**src/rtl/serial_sub_if.sv**
```systemverilog
// serial_sub_if: operand/result handshake bundle for serial_sub; carries ovf when SERIAL_SUB_OVF_EN is defined
interface serial_sub_if #(parameter int WIDTH = 8);
  logic start_valid, start_ready, bin, res_valid, res_ready, borrow_out;
  logic [WIDTH-1:0] a, b, diff;
`ifdef SERIAL_SUB_OVF_EN
  logic ovf;
  modport master (output start_valid, a, b, bin, res_ready, input start_ready, res_valid, diff, borrow_out, ovf);
  modport slave (input start_valid, a, b, bin, res_ready, output start_ready, res_valid, diff, borrow_out, ovf);
`else
  modport master (output start_valid, a, b, bin, res_ready, input start_ready, res_valid, diff, borrow_out);
  modport slave (input start_valid, a, b, bin, res_ready, output start_ready, res_valid, diff, borrow_out);
`endif
endinterface

```
**src/rtl/serial_sub.sv**
```systemverilog
// serial_sub: bit-serial a - b - bin, one bit per clock LSB first; SERIAL_SUB_OVF_EN adds signed overflow output
module serial_sub #(parameter int WIDTH = 8) (
  input logic clk,
  input logic rst,
  serial_sub_if.slave s
);
  localparam int CW = $clog2(WIDTH);
  typedef enum logic [1:0] {IDLE, RUN, DONE} state_t;
  state_t state_q, state_d;
  logic [WIDTH-1:0] a_q, b_q, diff_q, r_n;
  logic [WIDTH-2:0] r_q;
  logic [CW-1:0] cnt_q;
  logic brw_q, bout_q, d, bo, last;
`ifdef SERIAL_SUB_OVF_EN
  logic am_q, bm_q, ovf_q;
  assign s.ovf = ovf_q;
`endif
  always_comb begin
    d = a_q[0] ^ b_q[0] ^ brw_q;
    bo = (~a_q[0] & b_q[0]) | (~(a_q[0] ^ b_q[0]) & brw_q);
    r_n = {d, r_q};
    last = cnt_q == CW'(WIDTH - 1);
    state_d = state_q == IDLE ? (s.start_valid ? RUN : IDLE) :
              state_q == RUN  ? (last ? DONE : RUN) :
              (s.res_ready ? IDLE : DONE);
  end
  assign s.start_ready = state_q == IDLE && !rst;
  assign s.res_valid = state_q == DONE;
  assign s.diff = diff_q;
  assign s.borrow_out = bout_q;
  always_ff @(posedge clk) begin
    if (rst) begin
      state_q <= IDLE;
      a_q <= '0;
      b_q <= '0;
      r_q <= '0;
      diff_q <= '0;
      cnt_q <= '0;
      brw_q <= 1'b0;
      bout_q <= 1'b0;
`ifdef SERIAL_SUB_OVF_EN
      am_q <= 1'b0;
      bm_q <= 1'b0;
      ovf_q <= 1'b0;
`endif
    end else begin
      state_q <= state_d;
      if (state_q == IDLE && s.start_valid) begin
        a_q <= s.a;
        b_q <= s.b;
        brw_q <= s.bin;
        cnt_q <= '0;
`ifdef SERIAL_SUB_OVF_EN
        am_q <= s.a[WIDTH-1];
        bm_q <= s.b[WIDTH-1];
`endif
      end else if (state_q == RUN) begin
        a_q <= a_q >> 1;
        b_q <= b_q >> 1;
        r_q <= r_n[WIDTH-1:1];
        brw_q <= bo;
        cnt_q <= cnt_q + CW'(1);
        if (last) begin
          diff_q <= r_n;
          bout_q <= bo;
`ifdef SERIAL_SUB_OVF_EN
          ovf_q <= (am_q ^ bm_q) & (d ^ am_q);
`endif
        end
      end
    end
  end
endmodule

```
**src/flat_wrapper.sv**
```systemverilog
// flat-port wrapper written by rule: the top's interface ports become plain ports
module serial_sub_flat 
#(parameter int WIDTH = 8)
  (clk, rst, s_start_valid, s_a, s_b, s_bin, s_res_ready, s_start_ready, s_res_valid, s_diff, s_borrow_out);
  serial_sub_if #(.WIDTH(WIDTH)) s_i ();
  input logic clk;
  input logic rst;
  input wire logic [$bits(s_i.start_valid)-1:0] s_start_valid;
  input wire logic [$bits(s_i.a)-1:0] s_a;
  input wire logic [$bits(s_i.b)-1:0] s_b;
  input wire logic [$bits(s_i.bin)-1:0] s_bin;
  input wire logic [$bits(s_i.res_ready)-1:0] s_res_ready;
  output wire logic [$bits(s_i.start_ready)-1:0] s_start_ready;
  output wire logic [$bits(s_i.res_valid)-1:0] s_res_valid;
  output wire logic [$bits(s_i.diff)-1:0] s_diff;
  output wire logic [$bits(s_i.borrow_out)-1:0] s_borrow_out;
  assign s_i.start_valid = s_start_valid;
  assign s_i.a = s_a;
  assign s_i.b = s_b;
  assign s_i.bin = s_bin;
  assign s_i.res_ready = s_res_ready;
  assign s_start_ready = s_i.start_ready;
  assign s_res_valid = s_i.res_valid;
  assign s_diff = s_i.diff;
  assign s_borrow_out = s_i.borrow_out;
  serial_sub #(.WIDTH(WIDTH)) u_core (.clk(clk), .rst(rst), .s(s_i));
endmodule
```
**config.mk**
```make
export PLATFORM = sky130hd
export DESIGN_NAME = serial_sub_flat
export DESIGN_NICKNAME = d
export VERILOG_FILES = /design/src/rtl/serial_sub_if.sv /design/src/rtl/serial_sub.sv /design/src/flat_wrapper.sv
export SDC_FILE = /design/constraint.sdc
export NUM_CORES = 1
export LEC_CHECK = 0
export CAP_MARGIN = 20
export CORE_UTILIZATION = 50
export DETAILED_ROUTE_END_ITERATION = 10
export PLACE_DENSITY = 0.78
export SLEW_MARGIN = 20
export SYNTH_ARGS = -nofsm -noshare
export SYNTH_HDL_FRONTEND = slang
export SYNTH_SLANG_ARGS = --single-unit
```
**constraint.sdc**
```tcl
create_clock -name clk -period 1.7 [get_ports clk]
set_clock_uncertainty 0.15 [all_clocks]
set_input_delay 0.255 -clock clk [delete_from_list [all_inputs] [get_ports clk]]
set_output_delay 0.255 -clock clk [all_outputs]
set_load 0.1 [all_outputs]
```
# == Yosys cells after proc, flatten, opt, wreduce, memory -nomap -nowiden ==
# Cells that the tools add are included.
# word_totals
register_bits,38
latch_bits,0
mem_bits_rw,0
romBits,0
in_bits,21
out_inout_bits,11
word_cells,39
mem_count,0
# op_classes
addsub,1
n_mul,0
div_mod_pow,0
n_lt_le_gt_ge,0
eq_ne,3
shift,0
n_mux,11
n_bitwise,8
reduce_logical,8
# op_table
cell,count
8-bit two-way mux,4
2-bit two-way mux,4
3-bit by 1-bit adder with 3-bit output (second input constant),1
3-bit == test (second input constant),1
1-bit two-way mux,3
1-bit NOT,3
3-bit AND reduction,1
1-bit bitwise AND,2
2-bit by 1-bit == test with 1-bit output (second input constant),1
2-bit == test (second input constant),1
1-bit logical AND,2
2-bit logical NOT,1
2-bit AND reduction,1
2-bit nonzero test,1
2-bit OR reduction,1
1-bit XOR,2
1-bit logical NOT,1
1-bit OR,1

# == Logic depth before layout (Yosys ltp) ==
# depth
ltp_word,6
ltp_mapped,5
mapped_depth_nobuf,5

# == Worst setup path before layout ==
# No wires, ideal clock.
# synth_timing
path_type,input -> output
from,input rst
to,output s_start_ready
t_arrival_ns,2.526
required_ns,1.295
setup_slack_ns,-1.231
stages,2
path_buffers,1
cell_sequence,clkbuf_1 nor3_1
# synth_between
elab_chain_cells,2
# synth_rtl
item,line_no,source
from (decl),flat_wrapper.sv:7,input logic rst;
1-bit logical NOT,serial_sub.sv:27,assign s.start_ready = state_q == IDLE && !rst;
1-bit logical AND,serial_sub.sv:27,
to (decl),flat_wrapper.sv:13,output wire logic [$bits(s_i.start_ready)-1:0] s_start_ready;
# Every way passes these cells.

# == Worst setup path after layout ==
# layout_timing
from,register u_core.state_q[0]
to,output s_start_ready
# layout_between
elab_chain_cells,2
# layout_rtl
item,line_no,source
from (decl),serial_sub.sv:9,"state_t state_q, state_d;"
from (signal assigned),serial_sub.sv:47,state_q <= state_d;
2-bit logical NOT,serial_sub.sv:27,
1-bit logical AND,serial_sub.sv:27,
# Every way passes these cells.

==> results by group <==
CTS
  – CTS buffer count: 5
  – Root buf cell: clkbuf_4
  – CTS tree: done
  – TritonCTS Sinks: 38
  – Max clock buf depth: 2
  – H-tree depth: 2
  – Clk Latency, worst-skew pair: roughly 0.34 ns
  – Clock slew at reported path FFs: between 0.1 and 0.15 ns

Placed design
  – Final Wtd Congestion: 0.766
  – PortBufs: 31
  – DP HPWL: approximately 2.6 mm
  – Placed cell areas: between 0.002 and 0.0025 mm^2
  – Placed Cells: approximately 250

GRT
  – Gr ovfl total: 0
  – Global-route wire length before repair: between 6 and 7 mm
  – Largest net degree at the start of global routing: 25
  – Vias in the first global route: ~1400
  – Antenna violations before repair: 0
  – GRT Overall Usage: 0.238

Die
  – Total die area: 0.00340 mm^2
  – Row cnt: 20
  – I/O pin total: 32
  – Die height: 58.3 um
  – Starting Density: 0.523
  – Core ar.: slightly above 0.003 mm^2
  – Die W: 58.3 um

Power and ir drop
  – Gate power share: 0.151
  – Part of the power in registers: 0.560
  – Internal power: ~1.3 mW
  – Sw Share: 0.265
  – Final Power: ~1.7 mW
  – Switch Pwr: roughly 450 uW
  – Clock share of power: 0.289
  – Leakage: around 0.80 nW
  – Max IR drop VDD: around 550 uV
  – Power density over cell area: around 800 mW/mm^2

Final layout
  – Area growth syn-to-layout: 35.4%
  – Layout cells sized above 1: 0.207
  – Antenna Cells: 0
  – Design area: roughly 0.0021 mm^2
  – Final core utilization: 0.708
  – Post-Layout Cell Count: 257
  – Fill cells: 230
  – Final nets: around 240

Routing
  – Vias: approximately 1400
  – DRT Pass-1 Iters: 5
  – Wire length per cell: 13.9 um
  – DRC viols: 0
  – Vias/cell: about 5.4
  – Number of nets with antenna violations after routing: 0
  – 1st-iter DRT viols: a little over 60
  – Drt total wl: approximately 3.6 mm

Critical path
  – Maximum fanout along the worst path: 7
  – Worst reg2reg setup slack: roughly 0.13 ns
  – Critical R2R Capture: u_core.s.diff[6]$_SDFFE_PP0P_
  – Critical Path AT: 1.22 ns
  – Crit path cell chain: buf_4, nor3_4, buf_12
  – Reg-to-reg startpoint: u_core.cnt_q[0]$_SDFFE_PP0P_
  – R2R cell count: 5
  – Crit path launch type: register
  – Max stage delay on crit path: ~0.37 ns
  – WP data required: ~1.3 ns
  – Setup CP Type: reg2out
  – CP Capture Type: primary output
  – Worst path slowest cell: dfxtp_4

Outcome
  – Status: complete, no violations

Logic synthesis
  – Area of the mapped netlist: ~0.0016 mm^2
  – Syn. warnings: 0
  – Syn_nets: just under 200
  – Avg Cell Area, Syn: about 9.1 um^2
  – Largest area contributor in the netlist: dfxtp_1
  – Gate Count Post-Synth: 174
  – Area contributors post-synth: dfxtp_1 (48%), a21oi_1 (10%), o221a_1 (7.8%)
  – Synth unique cells: 28
  – Seq/Total Area, Yosys: 0.480
  – Top-area cell type share of the netlist area: 0.480
  – Yosys reg bits: 38

Timing
  – Final period utilization: 0.958
  – Worst-Margin Slew: around 0.62 ns
  – Worst hold margin: between 0.3 and 0.4 ns
  – Final Max Tran Viols: 0
  – RSZ-0062 raised after global routing: false
  – Final setup vio count: 0
  – Fmax: about 600 MHz
  – Hold Fails Final Rpt: 0
  – Final min period: about 1.6 ns
  – Slew margin rel.: 0.588

Hold path
  – Min-Delay Path Class: reg2reg
  – Hold_sp: u_core.r_q[3]$_SDFFE_PP0P_
  – Worst Hold End: u_core.r_q[2]$_SDFFE_PP0P_
  – Hold Path Depth: 2

Job
  – Max-cap viol count: 0
## cell type report
class | instances | area [um^2] | area share
Clock inverter | 2 | 12.5 | 0.00583
Timing Repair Buffer | 44 | 518 | 0.242
Tap cell | 44 | 55.1 | 0.0257
Sequential cell | 38 | 766 | 0.357
Clock buffer | 6 | 51.3 | 0.0239
Multi-Input combinational cell | 107 | 682 | 0.318
Inverter | 16 | 60.1 | 0.0280
## placed cells by master, fill, tap and decap left out, types with 3 or more instances in the layout
master / n
clkdlybuf4s50_1: 20
nor2_1: 8
o221a_2: 3
a21oi_1: 32
a22oi_1: 4
clkbuf_4: 5
nand3_1: 8
nand2_1: 22
buf_12: 11
o221a_1: 11
inv_1: 16
dfxtp_1: 36
buf_4: 13
## critical path, delay by kind of cell (launching register included)
family | cells | cell delay, ns
simple gates | 1 | 0.15
flops | 1 | 0.37
buf+inv | 2 | 0.36
## cells by family after synthesis
family,Yosys count,synth area share
buffers and inverters,29,0.101
AND/OR/NAND/NOR,48,0.141
flip-flops,38,0.480
adder cells (fa/ha/maj),3,0.0284
AO/OA/AOI/OAI,56,0.250
## power by group through the flow
stage | sequential, mW | combinational [mW] | clock, mW
after floorplan | 0.973 | 0.165 | 0
after global placement | 0.980 | 0.238 | 0
after detailed placement | 0.984 | 0.249 | 0
after CTS | 0.964 | 0.251 | 0.499
after global routing | 0.967 | 0.281 | 0.556
final | 0.962 | 0.259 | 0.496
## routing by layer
layer	global-route usage	up-vias	wire length [um]
met5	0	-	0
met4	0.0918	0	36
met3	0.0536	4	142
met2	0.407	31	1860
met1	0.291	661	1530
li1	-	680	-
## sequential cells by signal, summed over array words and instances, names as in the netlist
name	count
u_core.a_q	8
u_core.b_q	8
u_core.brw_q	1
u_core.cnt_q	3
u_core.r_q	7
u_core.s.borrow_out	1
u_core.s.diff	8
u_core.state_q	2
## through the flow
step                setup TNS [ns]  setup slack (ns)
global route                     0           0.00726
finish                           0            0.0715
CTS                              0            0.0283
floorplan                        0            0.0124
global placement            -0.927           -0.0718
detailed placement           -2.12            -0.163
## worst max-delay path by stage
| stage | from | end | slack, ns | depth (start not counted) |
|---|---|---|---|---|
| after floorplan | rst | s_start_ready | 0.01 | 2 |
| after detailed placement | s_start_valid | u_core.b_q[5]$_SDFFE_PP0P_ | -0.16 | 4 |
| final | u_core.state_q[0]$_SDFF_PP0_ | s_start_ready | 0.07 | 3 |
| after CTS | u_core.state_q[1]$_SDFF_PP0_ | s_res_valid | 0.03 | 2 |
| after global placement | s_start_valid | u_core.a_q[0]$_SDFFE_PP0P_ | -0.07 | 4 |
| after global routing | u_core.cnt_q[0]$_SDFFE_PP0P_ | u_core.s.diff[6]$_SDFFE_PP0P_ | 0.007 | 5 |
## timing repair
action,in CTS,in global routing
hold buffers,0,0
setup endpoints to repair,1,17
resized for setup,1,2
setup buffers,0,2
## cell usage after synthesis (all sizes together)
| library cell | count |
|---|---|
| a211oi | 2 |
| nor3 | 1 |
| ha | 2 |
| buf | 9 |
| o221a | 14 |
| clkbuf | 4 |
| inv | 16 |
| nand2b | 2 |
| nand3b | 1 |
| a221oi | 1 |
| nand3 | 8 |
| nor3b | 1 |
| nand2 | 23 |
| nor2 | 10 |
| a311oi | 1 |
| a22oi | 4 |
| dfxtp | 38 |
| fa | 1 |
| o21bai | 1 |
| a21oi | 32 |
| nor2b | 2 |
| o21a | 1 |
(Power assumes the default switching activity.)
